File: config.mk
export PLATFORM = sky130hd
export DESIGN_NAME = hex_display_arbiter
export DESIGN_NICKNAME = d
export VERILOG_FILES = /design/src/rtl/hex_display_arbiter.sv
export SDC_FILE = /design/constraint.sdc
export NUM_CORES = 1
export LEC_CHECK = 0
export ABC_AREA = 1
export BUFFER_PORTS_ARGS = -buffer_cell sky130_fd_sc_hd__buf_4
export CAP_MARGIN = 20
export CORE_MARGIN = 3
export CORE_UTILIZATION = 55
export CTS_BUF_LIST = sky130_fd_sc_hd__clkbuf_4 sky130_fd_sc_hd__clkbuf_8 sky130_fd_sc_hd__clkbuf_16
export CTS_CLUSTER_DIAMETER = 50
export CTS_CLUSTER_SIZE = 8
export DETAILED_ROUTE_END_ITERATION = 16
export GPL_TIMING_DRIVEN = 0
export PLACE_DENSITY = 0.81
export RECOVER_POWER = 50
export SETUP_SLACK_MARGIN = 0.15
export SLEW_MARGIN = 20
export SYNTH_ARGS = -nofsm -noshare
export SYNTH_HDL_FRONTEND = slang
export SYNTH_SLANG_ARGS = --single-unit
File: constraint.sdc
create_clock -name CLOCK_50 -period 4.6 [get_ports CLOCK_50]
set_input_delay 0.92 -clock CLOCK_50 [delete_from_list [all_inputs] [get_ports CLOCK_50]]
set_output_delay 0.92 -clock CLOCK_50 [all_outputs]
set_load 0.01 [all_outputs]
File: src/rtl/hex_display_arbiter.sv
// hex_display_arbiter: round-robin sharing of one hex digit among N_REQ nibble sources with a fixed dwell per grant
module hex_display_arbiter #(
    parameter int N_REQ = 4,
    parameter int DWELL = 50_000_000
) (
    input  logic               CLOCK_50,
    input  logic               RESET_N,
    input  logic [N_REQ-1:0]   REQ,
    input  logic [4*N_REQ-1:0] DATA,
    input  logic               HOLD,
    output logic [N_REQ-1:0]   GNT,
    output logic [3:0]         NIBBLE,
    output logic               BLANK
);
    localparam int CW = DWELL > 1 ? $clog2(DWELL) : 1;
    localparam int PW = $clog2(N_REQ);
    localparam logic [0:0] IDLE = 1'b0;
    localparam logic [0:0] SHOW = 1'b1;

    logic [0:0]    state;
    logic [PW-1:0] ptr, idx, win_all, win_oth, nxt_ptr;
    logic [CW-1:0] cnt, nxt_cnt;
    logic          any_all, any_oth, nxt_show;

    // scan downwards so the candidate nearest after ptr is the last one written
    always_comb begin
        any_all = 1'b0;
        any_oth = 1'b0;
        win_all = ptr;
        win_oth = ptr;
        idx     = ptr;
        for (int k = N_REQ; k >= 1; k--) begin
            idx = PW'((int'(ptr) + k) % N_REQ);
            if (REQ[idx]) begin
                any_all = 1'b1;
                win_all = idx;
                if (k < N_REQ) begin
                    any_oth = 1'b1;
                    win_oth = idx;
                end
            end
        end
    end

    // while showing, ptr always names the current grantee
    always_comb begin
        nxt_show = state == SHOW;
        nxt_ptr  = ptr;
        nxt_cnt  = cnt;
        if (state == IDLE) begin
            nxt_show = any_all;
            nxt_ptr  = any_all ? win_all : ptr;
            nxt_cnt  = '0;
        end else if (!REQ[ptr]) begin
            nxt_show = any_oth;
            nxt_ptr  = any_oth ? win_oth : ptr;
            nxt_cnt  = '0;
        end else if (!HOLD) begin
            nxt_ptr = (cnt == CW'(DWELL - 1)) && any_oth ? win_oth : ptr;
            nxt_cnt = cnt == CW'(DWELL - 1) ? '0 : cnt + CW'(1);
        end
    end

    always_ff @(posedge CLOCK_50 or negedge RESET_N) begin
        if (!RESET_N) begin
            state  <= IDLE;
            ptr    <= PW'(N_REQ - 1);
            cnt    <= '0;
            GNT    <= '0;
            NIBBLE <= 4'h0;
            BLANK  <= 1'b1;
        end else begin
            state  <= nxt_show ? SHOW : IDLE;
            ptr    <= nxt_ptr;
            cnt    <= nxt_cnt;
            GNT    <= nxt_show ? N_REQ'(1) << nxt_ptr : '0;
            NIBBLE <= nxt_show ? DATA[4*nxt_ptr +: 4] : 4'h0;
            BLANK  <= !nxt_show;
        end
    end
endmodule

* Word level (Yosys, flattened, before mapping) *
Cells that the tools add are included.

word-level totals
  register bits after elaboration = 38
  bits of input ports = 23

operators by class
  add/subtract/negate cells = 5
  $lt $le $gt $ge = 5
  equal/unequal tests = 2
  shifts and indexed selects = 2
  multiplexer cells = 39
  reduce and logical (&&, ||, !) cells = 2

operators by type and width
  cell                                                                          number
  26-bit two-way mux                                                            4
  26-bit by 1-bit adder with 26-bit output, second input constant               1
  26-bit equality test, second input constant                                   1
  2-bit two-way mux                                                             13
  16-bit by 5-bit indexed part select with 4-bit output                         1
  2-bit by 3-bit less-than comparator with 1-bit output, second input constant  5
  1-bit two-way mux                                                             15
  1-bit binary-select mux with 2-bit select                                     5
  4-bit two-way mux                                                             2
  2-bit by 1-bit adder with 2-bit output, second input constant                 2
  2-bit adder, second input constant                                            2
  1-bit by 2-bit << shifter with 4-bit output, first input constant             1
  3-bit inequality test, second input constant                                  1
  1-bit logical AND                                                             1
  1-bit logical NOT                                                             1

* Logic depth before layout (Yosys ltp) *
  depth in word-level cells = 13
  depth in mapped cells = 16
  depth with buffers taken out = 14

* Worst setup path before layout *
No wires, ideal clock.

  kind = input port to flip-flop
  from = input REQ[2]
  to = register NIBBLE[1]
  library setup time = 79 ps
  data arrival time = 2,019 ps
  slack = 2,501 ps
  cell stages on the path = 14
  cells stage by stage = inv_1 -> nand2_2 -> nand2_1 -> nand2_2 -> nand2_4 -> nor2_8 -> nand2_4 -> nand4_4 -> nand2_4 -> buf_8 -> nand2_2 -> nand2_1 -> nand2_1 -> a21oi_1

between the ends
  longest elaborated chain between the ends = 12
  elaborated cells on any way between the ends = 35
  those cells by class = shift (1); mux (33); reduce/logical (1)

RTL lines
  element                                                    line  RTL
  start: declaration                                         8     input logic [N_REQ-1:0] REQ,
  1-bit binary-select mux with 2-bit select                  34    if (REQ[idx]) begin
  1-bit two-way mux (not written as such)                    34
  1-bit two-way mux (3 in a row)                             34
  1-bit logical AND                                          59    nxt_ptr = (cnt == CW'(DWELL - 1)) && any_oth ? win_oth : ptr;
  2-bit two-way mux                                          59
  2-bit two-way mux                                          58    end else if (!HOLD) begin
  2-bit two-way mux                                          54    end else if (!REQ[ptr]) begin
  2-bit two-way mux (*)                                      50    if (state == IDLE) begin
  net nxt_ptr[0]                                             21    logic [PW-1:0] ptr, idx, win_all, win_oth, nxt_ptr;
  16-bit by 5-bit indexed part select with 4-bit output (*)  77    NIBBLE <= nxt_show ? DATA[4*nxt_ptr +: 4] : 4'h0;
  4-bit two-way mux (*)                                      77
  end signal: assignment                                     77
  end: declaration                                           12    output logic [3:0] NIBBLE,

Mark *: on every way through the listed nets, which the timed path passes. The rest lies on a longest branch. The select of a mux whose other input is x is not followed.
A chain may end at the register's enable or synchronous reset.

==> results by group <==
Critical path
  • Critical path's slowest cell: clkbuf_1
  • Critical path fanouts, max: 38
  • Crit path largest cell delay: roughly 1.4 ns
  • Family with the most delay on the worst path: buffers and inverters
  • Worst setup path class: input pin to async pin
  • Critical Path AT: roughly 2.3 ns
  • Critical path required time: 4.63 ns
  • CP endpoint kind: async pin
  • Crit-path cells: clkbuf_1
  • Worst Path Buf+Inv: 1
  • Startpoint Class: input pin

Logic synthesis
  • Top_reg_cell synth: dfrtp_1
  • Syn Nets: between 300 and 400
  • Synthesis warning total: 0
  • Synth area leaders: dfrtp_1 38%, nand2_1 14%, inv_1 7.2%
  • Syn Inst Count: around 310
  • Syn Std Cell Area: approximately 2300 sq um
  • Register bit total from synthesis: 38
  • Most frequent cells after synthesis: 89 x nand2_1, 44 x inv_1, 35 x dfrtp_1
  • Most common cell in the synthesized netlist: nand2_1
  • Seq/Total Area, Yosys: 0.414
  • Post-synth EDFFs: 0
  • Asr flop ratio synth: 1.00
  • Top-area cell type share of the netlist area: 0.380
  • Avg Cell Area, Syn: approximately 7.4 sq um
  • Yosys top cell by area: dfrtp_1
  • Synth cell types: 37

Die
  • Top-Level Pins: 32
  • Placeable Area: approximately 3900 sq um
  • Die Y: a little over 70 um
  • Starting Density: 0.599
  • FP Rows: 22
  • Chip width: a little over 70 um
  • Die area: 5010 sq um

Layout
  • Layout cells sized above 1: 0.193
  • Multi-input gate area: roughly 1100 sq um
  • Diodes inserted: 0
  • P&R area growth vs syn: 18.0%
  • Final net count: 375
  • Fillers: approximately 360
  • Register area: around 950 sq um

Route
  • Drt drc: 0
  • DRT Wirelength: ~4700 um
  • Via/cell ratio: 5.22
  • Routed Antenna Nets: 0
  • First-pass DRT Iterations: 4
  • Initial DRC count: between 100 and 150
  • Via count: between 2000 and 2500
  • WL/cell: approximately 12 um

Timing
  • Max Fclk: between 400 and 500 MHz
  • Share of the clock period used by the worst path: 0.493
  • Setup TNS: 0 ns
  • Final Setup Violations: 0
  • Clk_skew: roughly 0.0081 ns
  • Fin. max-slew vios: 39
  • Slew margin rel.: -0.285
  • Final hold violation count: 0
  • RSZ-0062 raised after global routing: false
  • Least-Margin Pin Slew: 1.93 ns
  • Crit path time final: 2.27 ns

Clock network
  • PostCTS Resize Cnt: 0
  • Worst-Skew Late Latency: around 0.29 ns
  • CTS hold repair buffers: 0
  • Max clock buf depth: 2
  • Clock slew at reported path FFs: around 0.08 ns
  • H-tree levels: 2
  • Post-CTS Setup Inserts: 0
  • CTS sink count: 38
  • CTS tree: yes
  • Cts bufs inserted: 5
  • CTS Root Cell: clkbuf_8

Power and ir drop
  • Maximum VDD drop: about 0.53 mV
  • Pwr/cell area: between 500 and 600 nW/um^2
  • Pwr Total: about 1.6 mW
  • Leakage: approximately 1.4 nW

Placement
  • Port buffer count: 31
  • RePlAce Congestion: a little over 0.9
  • Hpwl dp: about 3600 um

Global route
  • Grt total ovfl: 0
  • GRT Overall Usage: 0.207
  • Vias in the first global route: between 1500 and 2000
  • Initial antenna violation count: 0
  • Pin count of the biggest net entering global routing: 39
  • Global-route wire length before repair: approximately 8400 um

Run status
  • Status: finished with violations
  • Failing checks: max-capacitance violations, max-slew violations

Flow run
  • # Max-Cap Violations: 1

Worst hold path
  • HP Class: flop to flop
==> layout make-up <==
type | instances | area share
clock buffer | 5 | 0.0253
multi-input combinational | 224 | 0.418
sequential | 38 | 0.351
tap | 48 | 0.0221
timing repair buffer | 31 | 0.0800
clock inverter | 3 | 0.0253
buffer | 3 | 0.0110
inverter | 48 | 0.0680
==> flip-flops by register name, indices dropped and copies added (netlist names) <==
name,cells
BLANK,1
NIBBLE,4
state,1
cnt,26
ptr,2
GNT,4
==> cell families (layout without fill, tap and decap cells) <==
| group | count (synthesis) | after routing | share of synthesized area |
|---|---|---|---|
| buf+inv | 51 | 90 | 0.0933 |
| simple gates | 177 | 177 | 0.364 |
| compound gates | 40 | 40 | 0.100 |
| fa+ha+maj | 1 | 1 | 0.00542 |
| flops | 38 | 38 | 0.414 |
| xor+xnor | 6 | 6 | 0.0228 |
==> where the power goes <==
group          total, mW  switching, mW  internal [mW]
combinational      0.786          0.508          0.278
sequential         0.437         0.0298          0.407
clock              0.340          0.122          0.217
==> metrics by stage <==
stage / util / cells / setup slack, ns / area [sq um] / hold slack (ns)
4_1_cts: 0.710 / 400 / 2.42 / 2740 / 0.504
5_1_grt: 0.706 / 400 / 1.95 / 2720 / 0.550
3_3_place_gp: 0.675 / 392 / 2.17 / 2600 / 0.479
3_5_place_dp: 0.675 / 392 / 2.12 / 2600 / 0.487
6_report: 0.706 / 400 / 2.33 / 2720 / 0.500
2_1_floorplan: - / 313 / 2.50 / 2310 / 0.463
==> path summary, 6_finish.rpt <==
| check | from | endpoint | slack [ns] | depth (start not counted) |
|---|---|---|---|---|
| max in group CLOCK_50 | REQ[1] | cnt[21] | 2.41 | 13 |
| worst min register to register | cnt[6] | cnt[6] | 0.50 | 2 |
| worst max-delay path | RESET_N | cnt[15] | 2.33 | 1 |
| worst max register to register | ptr[0] | cnt[21] | 2.47 | 13 |
| worst min-delay path | cnt[6] | cnt[6] | 0.50 | 2 |
| min in group asynchronous | RESET_N | cnt[12] | 1.15 | 1 |
==> layer usage <==
| metal | vias up | track usage | share of wire |
|---|---|---|---|
| met4 | 0 | 0.0793 | 0.015 |
| met3 | 7 | 0.0568 | 0.063 |
| met1 | 954 | 0.248 | 0.43 |
| met2 | 53 | 0.353 | 0.49 |
| met5 | - | 0 | 0 |
| li1 | 1073 | - | - |
==> layout by cell type, fill, tap and decap left out, types with 6 or more instances in the layout <==
cell type,instances
a21oi_1,15
nand2_1,89
nand3_1,22
nor2_1,23
nand2_2,15
nor3_1,13
dfrtp_1,35
xor2_1,6
inv_1,44
buf_4,27
o21ai_0,10
(Power assumes the default switching activity.)
